`config.mk`:
```
export PLATFORM = sky130hd
export DESIGN_NAME = lab3_serial_stream_tx
export DESIGN_NICKNAME = d
export VERILOG_FILES = /design/src/rtl/lab3_pkg.sv /design/src/rtl/lab3_shift_reg.sv /design/src/rtl/lab3_serial_stream_tx.sv
export SDC_FILE = /design/constraint.sdc
export NUM_CORES = 1
export LEC_CHECK = 0
export ABC_CLOCK_PERIOD_IN_PS = 2070
export BUFFER_PORTS_ARGS = -buffer_cell sky130_fd_sc_hd__buf_2
export CAP_MARGIN = 10
export CORE_MARGIN = 1.5
export CORE_UTILIZATION = 57
export DETAILED_ROUTE_END_ITERATION = 10
export GPL_ROUTABILITY_DRIVEN = 0
export MAX_ROUTING_LAYER = met4
export PLACE_DENSITY = 0.79
export SKIP_CTS_REPAIR_TIMING = 1
export SYNTH_ARGS = -nofsm -noshare
export SYNTH_HDL_FRONTEND = slang
export SYNTH_HIERARCHICAL = 1
export SYNTH_SLANG_ARGS = --single-unit
```
`constraint.sdc`:
```
create_clock -name clock -period 2.07 [get_ports clock]
set_input_delay 0.1035 -clock clock [delete_from_list [all_inputs] [get_ports clock]]
set_output_delay 0.1035 -clock clock [all_outputs]
set_load 0.005 [all_outputs]
```
`src/rtl/lab3_pkg.sv`:
```
// Shared types and default constants for the lab3 serial stream transmitter.
package lab3_pkg;

  // Transmitter phases: waiting, preamble, payload, inter-frame gap.
  typedef enum logic [1:0] {
    IDLE = 2'd0,
    PRE  = 2'd1,
    DATA = 2'd2,
    GAP  = 2'd3
  } state_t;

  // Default preamble: two zero bits, sent MSB first.
  localparam int unsigned PRE_LEN_DEF  = 2;
  localparam logic [1:0]  PRE_BITS_DEF = 2'b00;

endpackage : lab3_pkg

```
`src/rtl/lab3_shift_reg.sv`:
```
// Payload shifter: parallel load, shift right, exposes the LSB.
module lab3_shift_reg #(
  parameter int unsigned W = 8
) (
  input  logic         clock,
  input  logic         reset,
  input  logic         load,
  input  logic         shift,
  input  logic [W-1:0] din,
  output logic         lsb
);

  logic [W-1:0] q;

  // Load has priority over shift; synchronous active-low clear.
  always_ff @(posedge clock) begin
    if (!reset) begin
      q <= '0;
    end else if (load) begin
      q <= din;
    end else if (shift) begin
      q <= q >> 1;
    end
  end

  assign lsb = q[0];

endmodule : lab3_shift_reg

```
`src/rtl/lab3_serial_stream_tx.sv`:
```
// Serial frame transmitter: preamble (MSB first), payload (LSB first), idle gap.
module lab3_serial_stream_tx
  import lab3_pkg::*;
#(
  parameter int unsigned         DATA_W     = 8,
  parameter int unsigned         PRE_LEN    = PRE_LEN_DEF,
  parameter logic [PRE_LEN-1:0]  PRE_BITS   = PRE_LEN'(PRE_BITS_DEF),
  parameter int unsigned         GAP_CYCLES = 1
) (
  input  logic              clock,
  input  logic              reset,
  input  logic              load,
  input  logic [DATA_W-1:0] data,
  input  logic [3:0]        length,
  output logic              ready,
  output logic              x,
  output logic              frame,
  output logic              done
);

  // Counter covers the longer of preamble and payload so it never wraps mid-frame.
  localparam int unsigned CNT_MAX = (DATA_W > PRE_LEN) ? DATA_W : PRE_LEN;
  localparam int unsigned CNT_W   = $clog2(CNT_MAX + 1);
  localparam int unsigned GAP_W   = 4;

  // Preamble left-aligned into a 4-bit field so bit 3 is always the next bit out.
  localparam logic [3:0] PRE_ALIGN = 4'(PRE_BITS) << (4 - PRE_LEN);

  state_t             state_q, state_n;
  logic [CNT_W-1:0]   cnt_q, cnt_n;
  logic [CNT_W-1:0]   len_q, len_n;
  logic [GAP_W-1:0]   gap_q, gap_n;
  logic [3:0]         pre_q, pre_n;
  logic               x_n, frame_n, ready_n, done_n;
  logic               sr_load, sr_shift, sr_lsb;
  logic [CNT_W-1:0]   len_clamp_c;

  // Out-of-range length (0 or wider than the payload register) means full width.
  always_comb begin
    if (length == 4'd0 || 32'(length) > DATA_W) begin
      len_clamp_c = CNT_W'(DATA_W);
    end else begin
      len_clamp_c = CNT_W'(length);
    end
  end

  lab3_shift_reg #(
    .W (DATA_W)
  ) u_shift (
    .clock (clock),
    .reset (reset),
    .load  (sr_load),
    .shift (sr_shift),
    .din   (data),
    .lsb   (sr_lsb)
  );

  // State, counters and output registers.
  always_ff @(posedge clock) begin
    if (!reset) begin
      state_q <= IDLE;
      cnt_q   <= '0;
      len_q   <= '0;
      gap_q   <= '0;
      pre_q   <= '0;
      x       <= 1'b1;
      frame   <= 1'b0;
      ready   <= 1'b1;
      done    <= 1'b0;
    end else begin
      state_q <= state_n;
      cnt_q   <= cnt_n;
      len_q   <= len_n;
      gap_q   <= gap_n;
      pre_q   <= pre_n;
      x       <= x_n;
      frame   <= frame_n;
      ready   <= ready_n;
      done    <= done_n;
    end
  end

  // Next state and next registered outputs; cnt counts bits already placed on x.
  always_comb begin
    state_n  = state_q;
    cnt_n    = cnt_q;
    len_n    = len_q;
    gap_n    = gap_q;
    pre_n    = pre_q;
    x_n      = 1'b1;
    frame_n  = 1'b0;
    ready_n  = 1'b0;
    done_n   = 1'b0;
    sr_load  = 1'b0;
    sr_shift = 1'b0;

    case (state_q)
      IDLE: begin
        ready_n = 1'b1;
        if (load) begin
          state_n = PRE;
          len_n   = len_clamp_c;
          sr_load = 1'b1;
          x_n     = PRE_ALIGN[3];
          pre_n   = PRE_ALIGN << 1;
          cnt_n   = CNT_W'(1);
          frame_n = 1'b1;
          ready_n = 1'b0;
        end
      end

      PRE: begin
        frame_n = 1'b1;
        if (cnt_q == CNT_W'(PRE_LEN)) begin
          state_n  = DATA;
          x_n      = sr_lsb;
          sr_shift = 1'b1;
          cnt_n    = CNT_W'(1);
        end else begin
          x_n   = pre_q[3];
          pre_n = pre_q << 1;
          cnt_n = cnt_q + CNT_W'(1);
        end
      end

      DATA: begin
        if (cnt_q == len_q) begin
          state_n = GAP;
          done_n  = 1'b1;
          gap_n   = GAP_W'(1);
          cnt_n   = '0;
        end else begin
          x_n      = sr_lsb;
          sr_shift = 1'b1;
          frame_n  = 1'b1;
          cnt_n    = cnt_q + CNT_W'(1);
        end
      end

      GAP: begin
        if (gap_q == GAP_W'(GAP_CYCLES)) begin
          state_n = IDLE;
          ready_n = 1'b1;
          gap_n   = '0;
        end else begin
          gap_n = gap_q + GAP_W'(1);
        end
      end

      default: begin
        state_n = IDLE;
        ready_n = 1'b1;
      end
    endcase
  end

endmodule : lab3_serial_stream_tx
```
== After elaboration in Yosys (flattened, before gate mapping) ==
Index checks and enable logic that the tools add are counted.
W data, S select, Z words.

* Flip-flop bits (word level): 30
* Output and inout bits: 4
* Word-level logic and storage cells: 68

* Add/sub/neg operators: 2
* Magnitude comparators: 1
* Eq/ne operators: 11
* Multiplexer cells: 31
* Reductions and logical operators: 13

{| class="wikitable"
|+ Operator list
! kind !! count
|-
| $mux W4 || 8
|-
| $mux W8 || 2
|-
| $pmux W4 S2 || 2
|-
| $pmux W4 S3 || 1
|-
| $ne A2 B2 Y1 const B || 5
|-
| $mux W1 || 9
|-
| $add A4 B1 Y4 const B || 2
|-
| $mux W2 || 4
|-
| $pmux W2 S4 || 1
|-
| $reduce_and A2 Y1 || 4
|-
| $pmux W1 S3 || 2
|-
| $reduce_bool A2 Y1 || 3
|-
| $eq A2 B2 Y1 const B || 2
|-
| $eq A4 B1 Y1 const B || 1
|-
| $eq A4 B2 Y1 const B || 1
|-
| $eq A4 B4 Y1 || 1
|-
| $gt A4 B4 Y1 const B || 1
|-
| $logic_not A4 Y1 || 1
|-
| $pmux W1 S2 || 2
|-
| $reduce_and A4 Y1 || 1
|-
| $reduce_and A3 Y1 || 1
|-
| $reduce_bool A3 Y1 || 1
|-
| $eq A2 B1 Y1 const B || 1
|-
| $logic_not A2 Y1 || 1
|-
| $logic_or A1 B1 Y1 || 1
|}

== Logic depth before layout (Yosys ltp) ==
Gate-level depths: netlist (run 1).

* Depth after elaboration: 5
* Depth in mapped cells: 8

== Cells and area by module ==
The synthesis (run 1) kept the hierarchy.

{| class="wikitable"
|+ By module, submodules not included
! module !! instances !! cells each !! area an instance (um2)
|-
| lab3_serial_stream_tx || 1 || 121 || 1,077.3
|-
| lab3_shift_reg || 1 || 35 || 419.2
|}

== Worst setup path before layout (run 1) ==
Ideal clock, no wire load.

* Kind: reg-to-reg
* Start: register cnt_q[2]
* End: register u_shift.q[0]
* Library setup time: 116 ps
* Data arrival time: 1,764 ps
* Required time: 1,954 ps
* Path slack: 189 ps
* Cell stages (with the launch flop): 7
* Buffers on the path: 1
* Clock period less this slack: 1,881 ps
* Path through: dfxtp_1 -> xor2_1 -> o41ai_1 -> a21boi_0 -> buf_6 -> mux2_4 -> o211a_1

* Longest elaborated chain between the ends: 4

{| class="wikitable"
|+ RTL lines
! what !! line !! source
|-
| start: declaration || lab3_serial_stream_tx.sv:30 || <nowiki>logic [CNT_W-1:0] cnt_q, cnt_n;</nowiki>
|-
| start signal: assignment || lab3_serial_stream_tx.sv:72 || <nowiki>cnt_q <= cnt_n;</nowiki>
|-
| $eq A4 B4 Y1 / $eq A4 B2 Y1 (equally long branches) || lab3_serial_stream_tx.sv:127, lab3_serial_stream_tx.sv:114 ||
|-
| $mux W1, on equally long branches || lab3_serial_stream_tx.sv:127, lab3_serial_stream_tx.sv:114 ||
|-
| $pmux W1 S2 (*) || lab3_serial_stream_tx.sv:97 || <nowiki>case (state_q)</nowiki>
|-
| via sr_shift || lab3_serial_stream_tx.sv:35 || <nowiki>logic sr_load, sr_shift, sr_lsb;</nowiki>
|-
| $reduce_bool A2 Y1 (no line) (*) || -- ||
|-
| end signal: assignment || lab3_shift_reg.sv:20 || <nowiki>q <= din;</nowiki>
|-
| end signal: assignment || lab3_shift_reg.sv:22 || <nowiki>q <= q >> 1;</nowiki>
|-
| end: declaration || lab3_shift_reg.sv:13 || <nowiki>logic [W-1:0] q;</nowiki>
|}

The timed path passes the listed nets; every way through them passes the cells marked *.
A chain may end at the register's enable or synchronous reset.

== Worst setup path in the final report (run 1) ==
* Start: register cnt_q[0]
* End: register u_shift.q[1]

The elaborated chain is that of the path after synthesis.

==> run_results.csv, run 1 <==
group,metric,value,unit
outcome,status,"completed",
route,wl_per_cell,14.6,um
global_routing,antenna_found_initial,0,
route,viasPerCell,5.86,
logic_synthesis,synth.most_common_cell,"dfxtp_1",
logic_synthesis,syn_area,0.00150,mm2
cells_and_area,utilization,68.0,%
critical_path,crit_required,2310,ps
floorplanning,die-area,0.00294,mm2
logic_synthesis,synth-edff-count,0,
cells_and_area,regArea,522,um2
clock_network,cts_root_buffer,"clkbuf_4",
power,vdd_drop_max,0.884,mV
clock_network,clkLatencyLatePin,320,ps
floorplanning,core,0.00248,mm2
logic_synthesis,yosys.area.top_type,"dfxtp_1",
hold_path,min-delay-path-class,"input pin to register",
sta,rsz0062_at_grt,"no",
cells_and_area,nNetsFinal,203,
logic_synthesis,yosys-top-cells-area,"dfxtp_1, ha_1, mux2_4",
floorplanning,die_height,54.2,um
sta,finalCritPeriodShare,94.1,%
floorplanning,initial_core_util,60.4,%
logic_synthesis,yosysWarnings,6,
clock_network,cts.path.max_buffers,2,
global_routing,grt_start_max_net_pins,32,
route,initialDrtViolationCount,26,
logic_synthesis,yosysSeqAreaShare,34.8,%
clock_network,htree_levels,1,
logic_synthesis,syn_nets,181,
route,drt_first_pass_iters,4,
cells_and_area,layout-drive-gt1-share,23.7,%
sta,tightestPinTransition,705,ps
route,drc_errors,0,
cells_and_area,multiInputGateArea,926,um2
sta,fin_worst_skew,1.70,ps
critical_path,arrival,2180,ps
sta,finalCriticalPeriod,1950,ps
global_routing,grt.overflow.total,0,
clock_network,path_clk_slew,140,ps
sta,finalSetupViolCount,0,
route,vias,1212,
sta,holdWs,60.3,ps
route,ant_nets,0,
placement,portBuffers,18,
critical_path,cp_max_fo,8,
global_routing,grt_pass1_wl,4.63,mm
floorplanning,rows,18,
logic_synthesis,syn_inst,156,
route,wirelength,3.02,mm
cells_and_area,final_cells,207,
sta,max_freq,513,MHz
logic_synthesis,synth.avg_cell_area,9.59,um2
floorplanning,io-pin-count,19,
critical_path,startpoint_type,"register",
logic_synthesis,synth.top_cell.area_share,34.8,%
placement,placed_cells,202,
clock_network,clock_sinks,26,
clock_network,cts_made_buffers,3,
logic_synthesis,synthDistinctLibCells,43,
global_routing,grt_usage,21.8,%
clock_network,cts_tree,"yes",
logic_synthesis,synth-main-ff-cell,"dfxtp_1",
cells_and_area,nFillCells,193,
critical_path,crit_path_end_kind,"register",
sta,final_max_slew_viol_count,0,
logic_synthesis,synth_commonest_cells,"dfxtp_1, ha_1, o21ai_0, nand2_1, nand2b_1",
sta,hold_viol,0,
sta,timing.slew.headroom,52.9,%
power,p_leak,0.762,nW
cells_and_area,syn2layout_area_growth,12.6,%
critical_path,path_class,"register to register",
flow_run,cap_violations,0,
logic_synthesis,async_flop_share,0,%
global_routing,grt_pass1_vias,1124,
floorplanning,die_x,54.2,um
placement,dp_hpwl,2.14,mm
cells_and_area,diodes,0,
logic_synthesis,synth_seq_cells,26,
power,powerDensity,1100,mW/mm2
[power by group]
group / internal (mW) / switching, mW / total [mW]
Clock: 0.108 / 0.152 / 0.260
Sequential: 0.624 / 0.0977 / 0.722
Combinational: 0.413 / 0.462 / 0.875
Total: 1.15 / 0.712 / 1.86
[worst max-delay path, cell delays in order (launching register included)]
cell,delay [ps]
dfxtp_1,380
inv_1,90
ha_1,150
nor3b_2,220
nand2_1,110
a21boi_0,170
buf_4,220
mux2_4,310
o211a_1,210
[flip-flops by register name, indices dropped and copies added (netlist names)]
signal	count
done	1
x	1
gap_q	4
cnt_q	4
frame	1
ready	1
len_q	4
u_shift/q	8
state_q	2
[through the flow]
stage	total power, mW	setup TNS, ps	cell area, um2	worst slack, ps
after global placement	1.55	0	1620	98.0
final	1.86	0	1690	122
after floorplan	1.36	0	1500	189
after CTS	1.84	-9.66	1660	-4.64
after detailed placement	1.58	0	1620	76.1
after global routing	1.99	0	1690	18.0
[layout make-up]
type / instances / share of cell area [%]
clock buffer: 4 / 2.15
inverter: 5 / 1.11
multi-input combinational: 117 / 54.9
sequential: 26 / 31.0
tap: 30 / 2.23
timing repair buffer: 25 / 8.61
[cells in the final DEF, fill, tap and decap left out, types with 2 or more instances in the layout]
| cell | netlist | final |
|---|---|---|
| dfxtp_1 | 26 | 25 |
| buf_2 | 1 | 18 |
| o21ai_0 | 10 | 10 |
| ha_1 | 10 | 9 |
| nand2_1 | 8 | 8 |
| nand2b_1 | 8 | 8 |
| mux2_4 | 7 | 7 |
| o211a_1 | 7 | 7 |
| nor2b_1 | 6 | 6 |
| nor2_1 | 6 | 6 |
| buf_4 | 0 | 6 |
| inv_1 | 5 | 5 |
| nor3b_1 | 6 | 5 |
| xor2_1 | 4 | 4 |
| a21oi_1 | 4 | 4 |
| a21boi_0 | 3 | 3 |
| nor3_1 | 3 | 3 |
| mux2i_1 | 3 | 3 |
| nand3_1 | 3 | 3 |
| nand3b_1 | 3 | 3 |
| or3_1 | 3 | 3 |
| clkbuf_4 | 0 | 3 |
| nor4_1 | 2 | 2 |
| o221ai_1 | 2 | 2 |
| a21boi_1 | 2 | 2 |
[layer usage]
metal / GRT usage (%) / up-vias / wire length, um
li1: - / 609 / -
met1: 24.0 / 580 / 1420
met2: 39.4 / 21 / 1480
met3: 5.19 / 2 / 108
met4: 5.00 / 0 / 13
met5: - / - / 0
[cells by family after synthesis]
| kind of cell | Yosys count | synth area share (%) |
|---|---|---|
| and+or+nand+nor | 55 | 22.2 |
| AOI/OAI and AO/OA | 38 | 18.9 |
| adders and majority gates | 10 | 8.36 |
| DFF | 26 | 34.8 |
| xor gates and xnor gates | 4 | 2.34 |
| muxes | 10 | 9.03 |
| buffers and inverters | 13 | 4.35 |
[path summary, 6_finish.rpt]
check	startpoint	endpoint	slack, ps	cells past startpoint
min reg2reg	gap_q[1]	gap_q[1]	500	2
max reg2reg	cnt_q[0]	u_shift/q[1]	120	8
min	length[3]	len_q[3]	60	3
max	cnt_q[0]	u_shift/q[1]	120	8
No activity file was read; power rests on OpenSTA's default activity.
==> run 2, diff against run 1 <==
--- a/config.mk
+++ b/config.mk
@@ -5,17 +5,17 @@
 export SDC_FILE = /design/constraint.sdc
 export NUM_CORES = 1
 export LEC_CHECK = 0
+export ABC_AREA = 1
 export ABC_CLOCK_PERIOD_IN_PS = 2070
 export BUFFER_PORTS_ARGS = -buffer_cell sky130_fd_sc_hd__buf_2
 export CAP_MARGIN = 10
 export CORE_MARGIN = 1.5
-export CORE_UTILIZATION = 57
+export CORE_UTILIZATION = 56
 export DETAILED_ROUTE_END_ITERATION = 10
 export GPL_ROUTABILITY_DRIVEN = 0
 export MAX_ROUTING_LAYER = met4
-export PLACE_DENSITY = 0.79
+export PLACE_DENSITY = 0.78
 export SKIP_CTS_REPAIR_TIMING = 1
 export SYNTH_ARGS = -nofsm -noshare
 export SYNTH_HDL_FRONTEND = slang
-export SYNTH_HIERARCHICAL = 1
 export SYNTH_SLANG_ARGS = --single-unit
==> run 2 against run 1 <==
  * Die area fell by 1.0%
  * Critical path depth rose by 2
  * First-iteration DRC count fell by 15%
  * Hold slack got worse by 50 ps
  * Critical path type unchanged
==> run_results.csv, run 2 <==
group,metric,value,unit
critical_path,crit_path_end_kind,"register",
global_routing,grt_start_max_net_pins,16,
critical_path,critPathSlowestCell,"dfxtp_1",
clock_network,cts_root_buffer,"clkbuf_4",
cells_and_area,largest_reg_flops,8,
outcome,status,"completed",
critical_path,r2r_setup_slack,420,ps
logic_synthesis,synth_simple_gate_area_share,35.6,%
critical_path,path_class,"register to register",
cells_and_area,nNetsFinal,261,
power,pwr-share-seq,39.2,%
global_routing,grt_pass1_vias,1053,
floorplanning,die-area,0.00291,mm2
cells_and_area,diodes,0,
floorplanning,die_x,54.0,um
cells_and_area,final_cell_mix,"nand2_1, nor2_1, dfxtp_1, inv_1, buf_2",
sta,fin_worst_skew,5.56,ps
logic_synthesis,syn_nets,241,
sta,tightestPinTransition,366,ps
global_routing,grt_pass1_wl,4.49,mm
critical_path,crit_chain,"inv_1, ha_1, inv_1, nor2_1, nor2_1, inv_1, nor2_1, a21oi_1, o21ai_0, a21oi_1",
cells_and_area,regMostFlops,"u_shift.q",
critical_path,reg2reg_depth,10,
logic_synthesis,synth_commonest_cells,"nand2_1, nor2_1, dfxtp_1, inv_1, a21oi_1",
critical_path,slowest_delay,410,ps
route,drc_errors,0,
power,clkPwrFrac,11.9,%
global_routing,grt.overflow.total,0,
sta,timing.slew.headroom,75.6,%
logic_synthesis,async_flop_share,0,%
logic_synthesis,synth_top_family_by_area,"simple AND/OR/NAND/NOR gates",
power,swShare,43.9,%
route,viasPerCell,4.90,
floorplanning,initial_core_util,58.7,%
cells_and_area,regArea,520,um2
logic_synthesis,syn_area,0.00145,mm2
logic_synthesis,synth_seq_cells,26,
hold_path,min_path_cells,3,
cells_and_area,final_common_cell,"nand2_1",
route,wl_per_cell,10.1,um
sta,finalCritPeriodShare,79.9,%
logic_synthesis,synth.most_common_cell,"nand2_1",
route,initialDrtViolationCount,22,
logic_synthesis,synthMuxAreaShare,0,%
power,p_int,1.03,mW
power,p_sw,0.808,mW
clock_network,cts_made_buffers,3,
critical_path,startpoint_type,"register",
route,ant_nets,0,
sta,rsz0062_at_grt,"no",
floorplanning,rows,18,
logic_synthesis,yosysSeqAreaShare,35.8,%
critical_path,crit_required,2290,ps
power,p_total,1.84,mW
critical_path,r2r-end,"cnt_q[3]",
power,vdd_drop_max,0.821,mV
hold_path,hold-path-endpoint,"u_shift.q[7]",
floorplanning,core,0.00248,mm2
logic_synthesis,synth.top_cell.area_share,35.8,%
clock_network,clkLatencyLatePin,320,ps
critical_path,rr_startpoint,"state_q[0]",
cells_and_area,multiInputGateArea,798,um2
logic_synthesis,synth.avg_cell_area,6.73,um2
clock_network,cts.path.max_buffers,2,
logic_synthesis,yosys.area.top_type,"dfxtp_1",
placement,dp_hpwl,2.05,mm
route,drt_first_pass_iters,4,
global_routing,grt_usage,21.8,%
clock_network,clock_sinks,26,
sta,finalSetupViolCount,0,
logic_synthesis,post_synth_fa_ha_maj_area_fraction,8.61,%
logic_synthesis,yosys-top-cells-area,"dfxtp_1, nand2_1, ha_1",
route,wirelength,2.68,mm
logic_synthesis,synth-edff-count,0,
sta,final_max_slew_viol_count,0,
hold_path,min-delay-path-class,"input pin to register",
clock_network,path_clk_slew,140,ps
flow_run,cap_violations,0,
critical_path,startpoint,"state_q[0]",
logic_synthesis,synthDistinctLibCells,23,
logic_synthesis,synth-main-ff-cell,"dfxtp_1",
sta,finalCriticalPeriod,1650,ps
clock_network,htree_levels,1,
cells_and_area,layout-drive-gt1-share,15.8,%
sta,hold_viol,0,
cells_and_area,nFillCells,239,
route,vias,1293,
logic_synthesis,yosysWarnings,0,
logic_synthesis,synth-xor-area-share,0,%
sta,max_freq,605,MHz
power,p_leak,0.809,nW
logic_synthesis,synth_compound_area_share,10.7,%
critical_path,cp_max_fo,5,
cells_and_area,utilization,64.0,%
floorplanning,die_height,54.0,um
global_routing,antenna_found_initial,0,
clock_network,cts_tree,"yes",
sta,timing.setup.tns,0,ps
floorplanning,io-pin-count,19,
logic_synthesis,syn_inst,216,
power,powerDensity,1160,mW/mm2
power,p_comb_share,49.0,%
cells_and_area,syn2layout_area_growth,9.04,%
critical_path,arrival,1880,ps
placement,portBuffers,18,
hold_path,hp-start,"data[7]",
[run 2: changes by cell type after synthesis, sizes merged, moves of 6 or more]
cell,change
nor2,+26
nand2b,-8
inv,+23
nand3,+7
mux2,-7
nor3b,-6
o211a,-7
nand2,+64
nor2b,-6
a21oi,+9
[run 2: per-stage QoR]
stage | cells | hold slack [ps] | setup slack (ps) | instance area, um2
final | 264 | 9.99 | 417 | 1590
after global routing | 264 | 9.05 | 195 | 1590
after CTS | 264 | 2.43 | 427 | 1590
after detailed placement | 261 | 361 | 455 | 1560
after global placement | 261 | 358 | 424 | 1560
after floorplan | 216 | 226 | 584 | 1450
[run 2: metal layers]
| metal | vias to the layer above | wire length, um | global-route usage (%) |
|---|---|---|---|
| met2 | 20 | 1190 | 33.3 |
| li1 | 710 | - | - |
| met3 | 5 | 78 | 2.50 |
| met1 | 558 | 1370 | 29.0 |
| met5 | - | 0 | - |
| met4 | 0 | 44 | 8.97 |
[run 2: kinds of logic after synthesis]
group / Yosys count
buf+inv: 33
flops: 26
compound gates: 28
fa+ha+maj: 10
simple gates: 119
[run 2: layout make-up]
type / count / area share, %
repair buffers: 19 / 6.16
clock buffers: 3 / 1.42
well taps: 30 / 2.37
multi-input cells: 157 / 50.4
inverters: 29 / 6.87
flip-flops and latches: 26 / 32.8
[run 2: how the worst max path moves through the flow]
stage / to / slack, ps / depth (start not counted)
floorplan: u_shift.q[0] / 580 / 10
global placement: cnt_q[3] / 420 / 10
detailed placement: cnt_q[3] / 450 / 10
CTS: cnt_q[3] / 430 / 10
global route: cnt_q[3] / 200 / 10
finish: cnt_q[3] / 420 / 10
[run 2: worst max-delay path, delay by kind of cell, from the launching register on]
kind,cells,cell delay (ps)
AOI/OAI and AO/OA,3,210
buffers and inverters,3,310
DFF,1,410
adders and majority gates,1,220
and+or+nand+nor,3,420
[run 2: power by group through the flow]
stage | registers [mW] | clock network, mW | logic [mW]
6_report | 0.721 | 0.219 | 0.902
5_1_grt | 0.744 | 0.239 | 1.05
4_1_cts | 0.721 | 0.224 | 0.907
3_5_place_dp | 0.733 | 0 | 0.903
3_3_place_gp | 0.729 | 0 | 0.899
2_1_floorplan | 0.718 | 0 | 0.741
==> run 3, diff against run 2 <==
--- a/config.mk
+++ b/config.mk
@@ -5,12 +5,12 @@
 export SDC_FILE = /design/constraint.sdc
 export NUM_CORES = 1
 export LEC_CHECK = 0
-export ABC_AREA = 1
-export ABC_CLOCK_PERIOD_IN_PS = 2070
+export ABC_AREA = 0
+export ABC_CLOCK_PERIOD_IN_PS = 1600
 export BUFFER_PORTS_ARGS = -buffer_cell sky130_fd_sc_hd__buf_2
 export CAP_MARGIN = 10
 export CORE_MARGIN = 1.5
-export CORE_UTILIZATION = 56
+export CORE_UTILIZATION = 57
 export DETAILED_ROUTE_END_ITERATION = 10
 export GPL_ROUTABILITY_DRIVEN = 0
 export MAX_ROUTING_LAYER = met4
==> constraint.sdc (replaced) <==
create_clock -name clock -period 1.6 [get_ports clock]
set_input_delay 0.08 -clock clock [delete_from_list [all_inputs] [get_ports clock]]
set_output_delay 0.08 -clock clock [all_outputs]
set_load 0.005 [all_outputs]
==> run 3 against run 2 <==
  * The run now ends with negative setup slack left
  * Clock skew is 2.5 ps lower
  * Cell count is 7.2% lower
  * Fmax is 1.4% higher
==> run_results.csv, run 3 <==
group,metric,value,unit
outcome,status,"finished, violations left",
outcome,violations,"negative setup slack",
logic_synthesis,synth-main-ff-cell,"dfxtp_1",
cells_and_area,final_common_cell,"buf_4",
cells_and_area,largest_reg_flops,8,
clock_network,cts.path.max_buffers,2,
floorplanning,rows,18,
sta,fin_worst_skew,3.09,ps
cells_and_area,layout-drive-gt1-share,36.3,%
route,wirelength,3.87,mm
global_routing,grt_pass1_vias,1281,
cells_and_area,final_cell_mix,"buf_4, dfxtp_1, buf_2, o21ai_0",
floorplanning,io-pin-count,19,
route,initialDrtViolationCount,45,
global_routing,grt_start_max_net_pins,30,
sta,finalSetupViolCount,2,
sta,final_max_slew_viol_count,0,
critical_path,crit_required,1890,ps
global_routing,grt.overflow.total,0,
sta,finalCritPeriodShare,102,%
logic_synthesis,syn_nets,204,
cells_and_area,syn2layout_area_growth,28.0,%
logic_synthesis,synth-edff-count,0,
logic_synthesis,synth.most_common_cell,"dfxtp_1",
cells_and_area,regMostFlops,"u_shift.q",
route,vias,1487,
logic_synthesis,async_flop_share,0,%
global_routing,grt_usage,27.2,%
logic_synthesis,syn_inst,179,
route,drt_first_pass_iters,4,
sta,fin_ws,-30.2,ps
clock_network,path_clk_slew,150,ps
clock_network,cts_tree,"yes",
critical_path,startpoint_type,"register",
logic_synthesis,synth.avg_cell_area,8.65,um2
clock_network,cts_root_buffer,"clkbuf_4",
logic_synthesis,synthDistinctLibCells,45,
critical_path,cp_max_fo,5,
logic_synthesis,synth_commonest_cells,"dfxtp_1, nand2_1, o21ai_0, nor3_1",
floorplanning,die_height,55.1,um
sta,timing.slew.headroom,70.7,%
route,wl_per_cell,15.8,um
flow_run,cap_violations,0,
floorplanning,die-area,0.00304,mm2
critical_path,arrival,1920,ps
clock_network,clkLatencyLatePin,340,ps
logic_synthesis,syn_area,0.00155,mm2
global_routing,grt_pass1_wl,5.75,mm
critical_path,path_class,"register to register",
sta,finalCriticalPeriod,1630,ps
placement,portBuffers,18,
clock_network,cts_made_buffers,3,
logic_synthesis,synth.top_cell.area_share,33.6,%
critical_path,crit_path_end_kind,"register",
hold_path,min-delay-path-class,"input pin to register",
cells_and_area,nFillCells,174,
logic_synthesis,synth_seq_cells,26,
floorplanning,core,0.00252,mm2
logic_synthesis,yosysWarnings,0,
floorplanning,initial_core_util,61.4,%
sta,holdWs,35.2,ps
logic_synthesis,yosys.area.top_type,"dfxtp_1",
sta,hold_viol,0,
power,p_leak,0.822,nW
power,powerDensity,1490,mW/mm2
global_routing,antenna_found_initial,0,
logic_synthesis,yosys-top-cells-area,"dfxtp_1, ha_1, o21ai_0",
clock_network,htree_levels,1,
sta,max_freq,613,MHz
power,vdd_drop_max,1.33,mV
sta,tightestPinTransition,436,ps
clock_network,clock_sinks,26,
cells_and_area,nNetsFinal,241,
sta,timing.setup.tns,-40.7,ps
sta,rsz0062_at_grt,"yes",
route,viasPerCell,6.07,
route,drc_errors,0,
route,ant_nets,0,
cells_and_area,diodes,0,
floorplanning,die_x,55.1,um
placement,dp_hpwl,2.66,mm
logic_synthesis,yosysSeqAreaShare,33.6,%
-- run 3: layer usage --
layer	track usage (%)	share of wire, %	vias to the layer above
li1	-	-	714
met1	34.8	42	705
met2	43.5	50	61
met3	6.99	6.7	7
met4	6.10	1.2	0
met5	-	0	-
-- run 3: layout make-up --
cell class	instances	area, um2	share of cell area, %
well taps	30	37.5	1.90
clock inverters	1	30.0	1.52
multi-input cells	138	1050	53.3
flip-flops and latches	26	536	27.0
clock buffers	3	22.5	1.14
inverters	5	26.3	1.33
repair buffers	42	274	13.8
-- run 3: kinds of logic (layout without fill, tap and decap cells) --
logic type | Yosys count | count (layout) | share of synthesized area [%]
AO/OA/AOI/OAI | 49 | 49 | 22.9
XOR/XNOR | 4 | 4 | 2.75
adder cells (fa/ha/maj) | 10 | 10 | 8.08
buffers and inverters | 15 | 51 | 4.69
flip-flops | 26 | 26 | 33.6
multiplexers | 2 | 2 | 1.29
AND/OR/NAND/NOR | 73 | 73 | 26.7
-- run 3: worst max-delay path: stages, from the launching register on --
cell and delay (ps):
dfxtp_4 400, ha_1 230, or4_1 500, a221o_1 310, a21boi_1 140
-- run 3: through the flow --
| stage | std cells | cell area (um2) | util [%] | setup slack (ps) | total power, mW |
|---|---|---|---|---|---|
| detailed placement | 237 | 1790 | 71.1 | -66.4 | 2.28 |
| CTS | 241 | 1850 | 73.2 | -97.5 | 2.75 |
| global route | 245 | 1980 | 78.5 | -98.1 | 3.15 |
| global placement | 237 | 1790 | 71.1 | 4.90 | 2.23 |
| finish | 245 | 1980 | 78.5 | -30.2 | 2.96 |
| floorplan | 179 | 1570 | - | -54.0 | 1.85 |
-- run 3: worst paths after layout --
path | slack (ps) | end | start | cells past startpoint
max | -30 | cnt_q[3] | state_q[0] | 4
min | 40 | u_shift.q[2] | data[2] | 3
max reg2reg | -30 | cnt_q[3] | state_q[0] | 4
min reg2reg | 540 | state_q[0] | state_q[0] | 2
-- run 3: report_power, final --
group	internal, mW	switching (mW)	leakage, nW
logic	0.711	0.836	0.577
clock network	0.254	0.217	0.0279
registers	0.821	0.121	0.217
